[src/rtl/iomem_pkg.sv]
// rtl/iomem_pkg.sv - shared types and constants for the iomem arbiter slice
package iomem_pkg;

    typedef enum logic [1:0] {
        IDLE   = 2'd0,
        GRANT0 = 2'd1,
        GRANT1 = 2'd2
    } iomem_state_t;

    localparam logic [31:0] IOMEM_ERR_DATA      = 32'hDEAD_BEEF;
    localparam logic [7:0]  IOMEM_PERIPH_REGION = 8'h03;

    // Downstream decoders select the peripheral space on the top address byte.
    function automatic logic is_periph_addr(input logic [31:0] addr);
        return addr[31:24] == IOMEM_PERIPH_REGION;
    endfunction

endpackage

[src/rtl/iomem_timeout_cnt.sv]
// rtl/iomem_timeout_cnt.sv - per-transfer wait counter with limit compare and saturating event count
module iomem_timeout_cnt #(
    parameter int TIMEOUT = 64,
    parameter int CNT_W   = 8
) (
    input  logic             clk,
    input  logic             resetn,
    input  logic             active,
    input  logic             stall,
    output logic             hit,
    output logic [CNT_W-1:0] event_count
);

    localparam int                WAIT_W = $clog2(TIMEOUT);
    localparam logic [WAIT_W-1:0] LIMIT  = WAIT_W'(TIMEOUT - 1);

    logic [WAIT_W-1:0] wait_cnt;

    // A slave reply in the limit cycle suppresses the hit via stall.
    assign hit = active && stall && (wait_cnt == LIMIT);

    always_ff @(posedge clk) begin
        if (!resetn || !active) begin
            wait_cnt <= '0;
        end else if (stall) begin
            wait_cnt <= wait_cnt + WAIT_W'(1);
        end
    end

    always_ff @(posedge clk) begin
        if (!resetn) begin
            event_count <= '0;
        end else if (hit && (event_count != {CNT_W{1'b1}})) begin
            event_count <= event_count + CNT_W'(1);
        end
    end

endmodule

[src/rtl/iomem_arbiter.sv]
// rtl/iomem_arbiter.sv - two-master round-robin iomem arbiter with watchdog timeout
module iomem_arbiter
    import iomem_pkg::*;
#(
    parameter int          TIMEOUT  = 64,
    parameter logic [31:0] ERR_DATA = IOMEM_ERR_DATA,
    parameter int          CNT_W    = 8
) (
    input  logic             clk,
    input  logic             resetn,
    input  logic             m0_valid,
    output logic             m0_ready,
    input  logic [3:0]       m0_wstrb,
    input  logic [31:0]      m0_addr,
    input  logic [31:0]      m0_wdata,
    output logic [31:0]      m0_rdata,
    input  logic             m1_valid,
    output logic             m1_ready,
    input  logic [3:0]       m1_wstrb,
    input  logic [31:0]      m1_addr,
    input  logic [31:0]      m1_wdata,
    output logic [31:0]      m1_rdata,
    output logic             s_valid,
    input  logic             s_ready,
    output logic [3:0]       s_wstrb,
    output logic [31:0]      s_addr,
    output logic [31:0]      s_wdata,
    input  logic [31:0]      s_rdata,
    output logic             timeout_pulse,
    output logic [CNT_W-1:0] timeout_count
);

    iomem_state_t state, state_nxt;
    logic         last_grant, last_grant_nxt;
    logic         grant0, grant1, active, timeout_hit;
    logic [31:0]  reply_data;

    always_ff @(posedge clk) begin
        if (!resetn) begin
            state      <= IDLE;
            last_grant <= 1'b1;
        end else begin
            state      <= state_nxt;
            last_grant <= last_grant_nxt;
        end
    end

    // Qualified by resetn so a transfer cut by reset never completes.
    assign grant0 = resetn && (state == GRANT0);
    assign grant1 = resetn && (state == GRANT1);
    assign active = (grant0 && m0_valid) || (grant1 && m1_valid);

    always_comb begin
        state_nxt      = state;
        last_grant_nxt = last_grant;
        case (state)
            IDLE: begin
                if (m0_valid && (!m1_valid || last_grant)) begin
                    state_nxt      = GRANT0;
                    last_grant_nxt = 1'b0;
                end else if (m1_valid) begin
                    state_nxt      = GRANT1;
                    last_grant_nxt = 1'b1;
                end
            end
            GRANT0: begin
                if (!m0_valid || s_ready || timeout_hit) state_nxt = IDLE;
            end
            GRANT1: begin
                if (!m1_valid || s_ready || timeout_hit) state_nxt = IDLE;
            end
            default: state_nxt = IDLE;
        endcase
    end

    always_comb begin
        s_valid = 1'b0;
        s_wstrb = 4'd0;
        s_addr  = 32'd0;
        s_wdata = 32'd0;
        if (grant0) begin
            s_valid = m0_valid;
            s_wstrb = m0_wstrb;
            s_addr  = m0_addr;
            s_wdata = m0_wdata;
        end else if (grant1) begin
            s_valid = m1_valid;
            s_wstrb = m1_wstrb;
            s_addr  = m1_addr;
            s_wdata = m1_wdata;
        end
    end

    assign reply_data    = timeout_hit ? ERR_DATA : s_rdata;
    assign m0_ready      = grant0 && m0_valid && (s_ready || timeout_hit);
    assign m1_ready      = grant1 && m1_valid && (s_ready || timeout_hit);
    assign m0_rdata      = grant0 ? reply_data : 32'd0;
    assign m1_rdata      = grant1 ? reply_data : 32'd0;
    assign timeout_pulse = timeout_hit;

    iomem_timeout_cnt #(
        .TIMEOUT (TIMEOUT),
        .CNT_W   (CNT_W)
    ) u_timeout_cnt (
        .clk         (clk),
        .resetn      (resetn),
        .active      (active),
        .stall       (!s_ready),
        .hit         (timeout_hit),
        .event_count (timeout_count)
    );

endmodule

[config.mk]
export PLATFORM = sky130hd
export DESIGN_NAME = iomem_arbiter
export DESIGN_NICKNAME = d
export VERILOG_FILES = /design/src/rtl/iomem_pkg.sv /design/src/rtl/iomem_timeout_cnt.sv /design/src/rtl/iomem_arbiter.sv
export SDC_FILE = /design/constraint.sdc
export NUM_CORES = 1
export LEC_CHECK = 0
export CORE_AREA = 10 10 116 118
export DETAILED_ROUTE_END_ITERATION = 12
export DIE_AREA = 0 0 126 128
export MAX_ROUTING_LAYER = met4
export PLACE_DENSITY = 0.77
export SLEW_MARGIN = 20
export SYNTH_ARGS = -nofsm -noshare
export SYNTH_HDL_FRONTEND = slang
export SYNTH_SLANG_ARGS = --single-unit
[constraint.sdc]
create_clock -name clk -period 2.9 [get_ports clk]
set_input_delay 0.435 -clock clk [delete_from_list [all_inputs] [get_ports clk]]
set_output_delay 0.435 -clock clk [all_outputs]
set_load 0.02 [all_outputs]
---- After elaboration in Yosys (flattened, before gate mapping) ----
Cells that the tools add are included.
storage, ports and cells
  flip-flop bits (word level) ............. 17
  latch bits .............................. 0
  RAM bits ................................ 0
  memory bits (read-only) ................. 0
  input port bits ......................... 173
  output and inout bits ................... 144
  memories kept ........................... 0
operators by class
  add/subtract/negate cells ............... 2
  multiply operators ...................... 0
  div/mod/pow operators ................... 0
  order comparisons ....................... 0
  eq/ne operators ......................... 7
  shift-type cells ........................ 0
  mux-type cells .......................... 18
  bitwise operators ....................... 0
  reduce and logical (&&, ||, !) cells .... 27
operators with widths
  kind                                                                   number
  32-bit 2-to-1 mux                                                      7
  1-bit logical AND                                                      10
  8-bit by 1-bit adder with 8-bit output, second input constant          1
  1-bit logical OR                                                       8
  2-bit 2-to-1 mux                                                       4
  4-bit 2-to-1 mux                                                       2
  8-bit != test, second input constant                                   1
  6-bit by 1-bit adder with 6-bit output, second input constant          1
  6-bit equality test, second input constant                             1
  2-bit one-hot mux with 3 select lines                                  1
  1-bit logical NOT                                                      5
  1-bit 2-to-1 mux                                                       4
  2-bit by 1-bit != test with 1-bit output, second input constant        2
  3-bit != test, second input constant                                   1
  3-bit AND reduction                                                    1
  2-bit by 1-bit equality test with 1-bit output, second input constant  1
  2-bit equality test, second input constant                             1
  2-bit logical NOT                                                      1
  2-bit AND reduction                                                    1
  2-bit nonzero test                                                     1

---- Logic depth before layout (Yosys ltp) ----
Gate-level depths: netlist of run 1.
  depth after elaboration ................. 9
  depth in mapped cells ................... 6

---- Modules after synthesis ----
Synthesis of run 1 repeated with hierarchy kept, for this count alone.
second synthesis, totals
  cells, all modules ...................... 289
  area total of the unflattened synthesis .. 2028.2 sq um
modules (own cells, without submodules)
  module             times used  cells an instance  area an instance (sq um)  sequential area each (sq um)
  iomem_arbiter      1           218                1352.5                    60.1
  iomem_timeout_cnt  1           71                 675.6                     280.3

---- Worst setup path before layout of run 1 ----
No wires, ideal clock.
  path type ............................... input -> output
  from .................................... in s_ready
  to ...................................... out m0_rdata[10]
  arrival time ............................ 1.684 ns
  data required time ...................... 2.465 ns
  path slack .............................. 0.781 ns
  cell stages on the path ................. 6
  cell sequence ........................... buf_4 > nand3b_4 > a211oi_2 > clkbuf_1 > nor2_1 > nor2_1
between the ends
  longest elaborated chain between the ends .. 5
ends and longest elaborated chain
  what                            line                     source
  start, declared                 iomem_arbiter.sv:24      input logic s_ready,
  1-bit logical NOT               iomem_arbiter.sv:108     .stall (!s_ready),
  1-bit logical AND (2 in a row)  iomem_timeout_cnt.sv:20  assign hit = active && stall && (wait_cnt == LIMIT);
  32-bit 2-to-1 mux               iomem_arbiter.sv:94      assign reply_data = timeout_hit ? ERR_DATA : s_rdata;
  32-bit 2-to-1 mux               iomem_arbiter.sv:97      assign m0_rdata = grant0 ? reply_data : 32'd0;
  end, declared                   iomem_arbiter.sv:16      output logic [31:0] m0_rdata,
Every way passes these cells.

---- Final worst setup path of run 1 ----
  from .................................... in resetn
  to ...................................... out s_addr[22]
between the ends
  longest elaborated chain between the ends .. 3
ends and longest elaborated chain
  what                 line                 source
  start, declared      iomem_arbiter.sv:10  input logic resetn,
  1-bit logical AND    iomem_arbiter.sv:50  assign grant1 = resetn && (state == GRANT1);
  32-bit 2-to-1 mux    iomem_arbiter.sv:86  end else if (grant1) begin
  32-bit 2-to-1 mux *  iomem_arbiter.sv:81  if (grant0) begin
  end, declared        iomem_arbiter.sv:26  output logic [31:0] s_addr,
Every way passes the cells marked *; elsewhere a longest branch is shown, timed or not.

==> results.cfg, run 1 <==
[clock_tree]
clock-sinks = 17
tritoncts = yes
insertion_delay_ns = 0.25
clock_tree.root_cell = clkbuf_16
clk_path_buf_depth = 2
clk_pin_slew_ns = 0.05
cts-buffers-inserted = 3
h-tree-depth = 1

[floorplan]
rows = 39
die_w_um = 126
core-area_um2 = 11220
dieArea_um2 = 16130
dieHeight_um = 128
initial_core_util_pct = 18.09
ios = 317

[grt]
track_usage_pct = 21.58
grt_pass1_wl_mm = 25.99
grt-ovfl-total = 0
grt_max_degree = 58
antenna_found_initial = 0
grt_pass1_vias = 3760

[sta]
fmax_mhz = 352.7
min_period_ns = 2.835
slew_violations = 0
min_period_over_period_pct = 97.76
clock_skew_ns = 0.001725
hold_viol_final = 0
worst_pin_slew_ns = 0.4621
slew-limit-headroom_pct = 69.15
finalSetupViolCount = 0

[drt]
drtAntennaViolNets = 0
vias = 3718
drt_iter0_drc = 242
drc = 0
viasPerCell = 4.951
firstDrtPassIters = 6
wl_mm = 19.11
detail_route.wl_per_cell_um = 25.45

[place]
placed_area_um2 = 5659
dp.final_hpwl_mm = 16.17
port_buffers = 316
routabilityCongestion = 1.022
dpl.cell_count = 744

[yosys]
syn_inst = 295
synth_edf_count = 0
synthArstFlopShare_pct = 0
synth_warnings = 0
synth.yosys.seq_area_share_pct = 16.76
netlist_area_um2 = 2031
ys_ff_latch = 17
synth-main-ff-cell = dfxtp_1
synth.avg_cell_area_um2 = 6.884
synth.net_count = 470
ys_types = 42

[power_and_ir_drop]
power_w = 0.001177
peakVddDrop_v = 0.0001494
power_density_nw_per_um2 = 204.0
p_leak_nw = 3.055

[hold_path]
hold_class = reg2reg

[critical_path]
worst-path-buf-inv = 4
crit_path_end_kind = output pin
cp_slowest_stage_delay_ns = 0.61
timing.critical_path.mode_cell = clkdlybuf4s50_1
worst_setup_path_start_kind = input port
crit_required_ns = 2.47
critPathMaxFanout = 57
path_delay_family = buffers and inverters
critical_path_arrival_ns = 2.40
crit_type = in2out
path_cells = clkdlybuf4s50_1 > buf_4 > nand2_1 > nor2_4 > buf_12 > a22o_1 > clkdlybuf4s50_1
critPathSlowestCell = clkdlybuf4s50_1

[cells_and_area]
diodes = 0
finalInstanceArea_um2 = 5772
fin_nets = 784
area_delta_synth_final_pct = 184.2
stdcell_count = 751
drive_gt1_share_pct = 11.68

[run]
cap_violations = 0

[outcome]
outcome = complete, no violations
## where the power goes
part	internal [W]	leakage, nW	total (W)	switching, W
Sequential	0.000238	0.138	0.000246	0.00000798
Clock	0.000185	0.0409	0.000277	0.0000929
Combinational	0.000386	2.88	0.000654	0.000268
Total	0.000808	3.05	0.00118	0.000369
## repair_timing
item,CTS,global route
cloned,0,2
setup buffers,0,1
hold buffers,0,0
setup endpoints to repair,60,38
gates resized for setup,60,31
## synthesized netlist by cell type (2+ instances only)
cell	n	area share (%)
nor2_1	86	16
a22o_1	68	29
clkbuf_1	21	3.9
dfxtp_1	17	17
and3_1	16	4.9
a21oi_1	10	2.5
nand2_1	8	1.5
o21ai_0	6	1.5
buf_2	5	1.2
inv_1	4	0.74
nand3_1	4	0.99
nor3_1	4	0.99
nand2b_1	3	0.92
or3_1	3	0.92
buf_4	2	0.74
ha_1	2	1.2
mux2i_1	2	0.99
nand3b_1	2	0.74
nand4_1	2	0.62
nand4b_4	2	2.3
nor2b_1	2	0.62
nor3b_1	2	0.74
nor4_1	2	0.62
o31ai_1	2	0.74
or4_1	2	0.74
xor2_1	2	0.86
## layer usage
layer  share of wire, %  track usage (%)
met1                 39            24.29
met2                 46            34.02
met3                 14            12.12
met4                1.0            2.076
met5                  0                -
## cell usage in the layout, fill, tap and decap left out, types with 3 or more instances in the layout
master           instances
clkdlybuf4s50_1        192
nor2_1                  85
a22o_1                  68
dlygate4sd2_1           60
buf_4                   30
dlymetal6s2s_1          29
buf_12                  26
dfxtp_1                 17
and3_1                  16
a21oi_1                 10
nand2_1                  8
o21ai_0                  6
nand3_1                  4
nor3_1                   4
inv_1                    4
clkbuf_16                4
nand2b_1                 3
or3_1                    3
## state kept, by name, indices dropped and copies added (netlist names)
| name | count |
|---|---|
| u_timeout_cnt.wait_cnt | 6 |
| last_grant | 1 |
| u_timeout_cnt.event_count | 8 |
| state | 2 |
## final cells by class
| type | instances | area [µm²] |
|---|---|---|
| clock buffer | 3 | 75.07 |
| clock inverter | 1 | 5.005 |
| fill | 1051 | 5451 |
| inverter | 5 | 18.77 |
| multi-input combinational | 242 | 1556 |
| sequential | 17 | 340.3 |
| tap | 143 | 178.9 |
| timing repair buffer | 340 | 3597 |
## worst paths after layout
check                                         startpoint                                        end  slack [ns]  depth (start not counted)
setup reg to reg                   state[0]$_SDFFE_PN0P_  u_timeout_cnt.event_count[4]$_SDFFE_PN0P_        0.87                          5
hold reg to reg   u_timeout_cnt.wait_cnt[4]$_SDFFE_PP0N_     u_timeout_cnt.wait_cnt[4]$_SDFFE_PP0N_        0.51                          2
hold / removal    u_timeout_cnt.wait_cnt[4]$_SDFFE_PP0N_     u_timeout_cnt.wait_cnt[4]$_SDFFE_PP0N_        0.51                          2
setup / recovery                                  resetn                                 s_addr[22]        0.07                          7
## cells by family (layout without fill, tap and decap cells)
family	Yosys count	in the layout	share of synthesized area, %
AND/OR/NAND/NOR	142	142	34.57
AO/OA/AOI/OAI	93	93	37.28
multiplexers	2	2	0.9859
adder cells (fa/ha/maj)	2	2	1.232
XOR/XNOR	3	3	1.294
flip-flops	17	17	16.76
buffers and inverters	36	349	7.886
## worst reg2reg max path, cell delays in order, from the launching register on
cell and delay, ns:
dfxtp_1 0.57, nand4b_4 0.19, a211o_1 0.36, buf_12 0.16, or4_1 0.51, a21oi_1 0.17
## per-stage QoR
stage | setup slack, ns | TNS (ns) | hold WS [ns] | utilization (%)
floorplan | 0.7807 | 0 | 0.4698 | -
global placement | -0.1063 | -0.3732 | 0.4821 | 50.42
detailed placement | -0.1541 | -2.625 | 0.4985 | 50.42
CTS | 0.0003326 | 0 | 0.5061 | 50.47
global route | -0.009700 | -0.01053 | 0.5314 | 51.43
finish | 0.06509 | 0 | 0.5074 | 51.43
No activity file was read; power rests on OpenSTA's default activity.
==> run 2, diff against run 1 <==
CAP_MARGIN = 10   (was unset)
==> results of run 2 <==
Final layout, timing and power as in run 1 (identical DEF).
==> run 3, diff against run 2 <==
CTS_BUF_LIST = sky130_fd_sc_hd__clkbuf_4 sky130_fd_sc_hd__clkbuf_8   (was unset)
==> run 3 against run 2 <==
  * Hold slack better by 0.0051 ns
  * Clock power down 35%
  * Wire length down 0.65%
  * Setup slack better by 0.0020 ns
  * Final area down 0.54%
  * Largest power group unchanged
==> results.cfg, run 3 (synthesis gave the netlist of run 1 again) <==
[outcome]
outcome = complete, no violations

[critical_path]
crit_path_end_kind = output pin
crit_required_ns = 2.47
worst_r2r_endpoint = u_timeout_cnt.event_count[4]$_SDFFE_PN0P_
reg2reg_depth = 5
timing.critical_path.mode_cell = clkdlybuf4s50_1
cp_slowest_stage_delay_ns = 0.61
startpoint = resetn
critical_path_arrival_ns = 2.40
worstReg2RegStart = state[0]$_SDFFE_PN0P_
critPathMaxFanout = 57
path_cells = clkdlybuf4s50_1 > buf_4 > nand2_1 > nor2_4 > buf_12 > a22o_1 > clkdlybuf4s50_1
r2r_setup_slack_ns = 0.86
crit_type = in2out
critPathSlowestCell = clkdlybuf4s50_1
crit_end = s_addr[22]
worst_setup_path_start_kind = input port

[sta]
slew-limit-headroom_pct = 69.31
hold_viol_final = 0
clock_skew_ns = 0.001444
finalSetupViolCount = 0
min_period_ns = 2.833
fmax_mhz = 353.0
slew_violations = 0
worst_pin_slew_ns = 0.4597
min_period_over_period_pct = 97.69

[cells_and_area]
stdcell_count = 752
n_fill_cell = 1050
drive_gt1_share_pct = 11.68
fin_nets = 784
finalInstanceArea_um2 = 5741
largest_registers = u_timeout_cnt.event_count x8, u_timeout_cnt.wait_cnt x6, state x2
area_delta_synth_final_pct = 182.7
mostFrequentLayoutCells = 192 x clkdlybuf4s50_1, 85 x nor2_1, 68 x a22o_1
top_register = u_timeout_cnt.event_count
layout_commonest_cell = clkdlybuf4s50_1
largest_reg_flops = 8

[clock_tree]
cts-buffers-inserted = 3
clk_path_buf_depth = 2
h-tree-depth = 1
clock_tree.root_cell = clkbuf_8
insertion_delay_ns = 0.25
clock-sinks = 17
hold_buffers = 0
tritoncts = yes
clk_pin_slew_ns = 0.07

[grt]
top_usage_layer = met2
grt_util_met3_pct = 12.03
track_usage_pct = 21.54
grt_pass1_wl_mm = 25.94
grt_max_degree = 58
met1_usage_pct = 24.31
antenna_found_initial = 0
grt_pass1_vias = 3757
grt-ovfl-total = 0
use_met2_pct = 33.92

[power_and_ir_drop]
power_w = 0.001078
power_density_nw_per_um2 = 187.8
peakVddDrop_v = 0.0001247
p_leak_nw = 3.039

[drt]
drtAntennaViolNets = 0
detail_route.wl_per_cell_um = 25.25
viasPerCell = 4.899
drt_iter0_drc = 233
vias = 3684
firstDrtPassIters = 6
drc = 0
wl_mm = 18.99

[run]
cap_violations = 0

[place]
routabilityCongestion = 1.022
dpl.cell_count = 744
port_buffers = 316
placed_area_um2 = 5659
dp.final_hpwl_mm = 16.17

[floorplan]
core-area_um2 = 11220
dieArea_um2 = 16130
die_w_um = 126
rows = 39
dieHeight_um = 128
initial_core_util_pct = 18.09
ios = 317

[hold_path]
hold_class = reg2reg
## run 3: cell types whose count changed in the layout (fill, tap and decap cells not counted), sizes merged
cell   change
diode      +1
## run 3: metal layers
metal,part of all wire (%),vias up
li1,-,1708
met4,0.79,0
met3,14,12
met5,0,-
met1,38,1744
met2,47,220
## run 3: through the flow
| stage | setup WS (ns) | setup TNS [ns] | utilization, % | hold WS, ns |
|---|---|---|---|---|
| 3_3_place_gp | -0.1063 | -0.3732 | 50.42 | 0.4821 |
| 5_1_grt | -0.009689 | -0.01050 | 51.13 | 0.5347 |
| 6_report | 0.06713 | 0 | 51.15 | 0.5125 |
| 3_5_place_dp | -0.1541 | -2.625 | 50.42 | 0.4985 |
| 4_1_cts | 0.0003328 | 0 | 50.17 | 0.5084 |
| 2_1_floorplan | 0.7807 | 0 | - | 0.4698 |
## run 3: timing repair
item                                    CTS  global route
gates resized for setup                  60            31
gates cloned                              0             2
setup buffers                             0             1
endpoints found under the setup margin   60            38
## run 3: worst min path at each step
stage / startpoint / endpoint / depth (start not counted)
finish: u_timeout_cnt.event_count[5]$_SDFFE_PN0P_ / u_timeout_cnt.event_count[5]$_SDFFE_PN0P_ / 2
global route: last_grant$_SDFFE_PN1P_ / state[0]$_SDFFE_PN0P_ / 2
CTS: u_timeout_cnt.wait_cnt[4]$_SDFFE_PP0N_ / u_timeout_cnt.wait_cnt[4]$_SDFFE_PP0N_ / 2
detailed placement: last_grant$_SDFFE_PN1P_ / state[0]$_SDFFE_PN0P_ / 2
global placement: u_timeout_cnt.wait_cnt[5]$_SDFFE_PP0N_ / u_timeout_cnt.wait_cnt[5]$_SDFFE_PP0N_ / 2
floorplan: last_grant$_SDFFE_PN1P_ / state[0]$_SDFFE_PN0P_ / 2
## run 3: cell type report
type                    count  area (µm²)  share of cell area, %
well taps                 143       178.9                  3.117
clock buffers               3       41.29                 0.7193
flip-flops and latches     17       340.3                  5.928
repair buffers            340        3597                  62.66
clock inverters             1       5.005                0.08718
diodes                      1       2.502                0.04359
multi-input cells         242        1556                  27.11
inverters                   5       18.77                 0.3269
## run 3: report_power, final
group / leakage [nW] / switching, W / internal [W]
logic: 2.88 / 0.000267 / 0.000386
clock network: 0.0255 / 0.0000845 / 0.0000953
registers: 0.138 / 0.00000796 / 0.000237
total: 3.04 / 0.000360 / 0.000719
## run 3: worst max-delay path: cells and delay by family
family          cells  cell delay (ns)
compound gates      1             0.21
simple gates        2             0.24
buf+inv             4             1.46
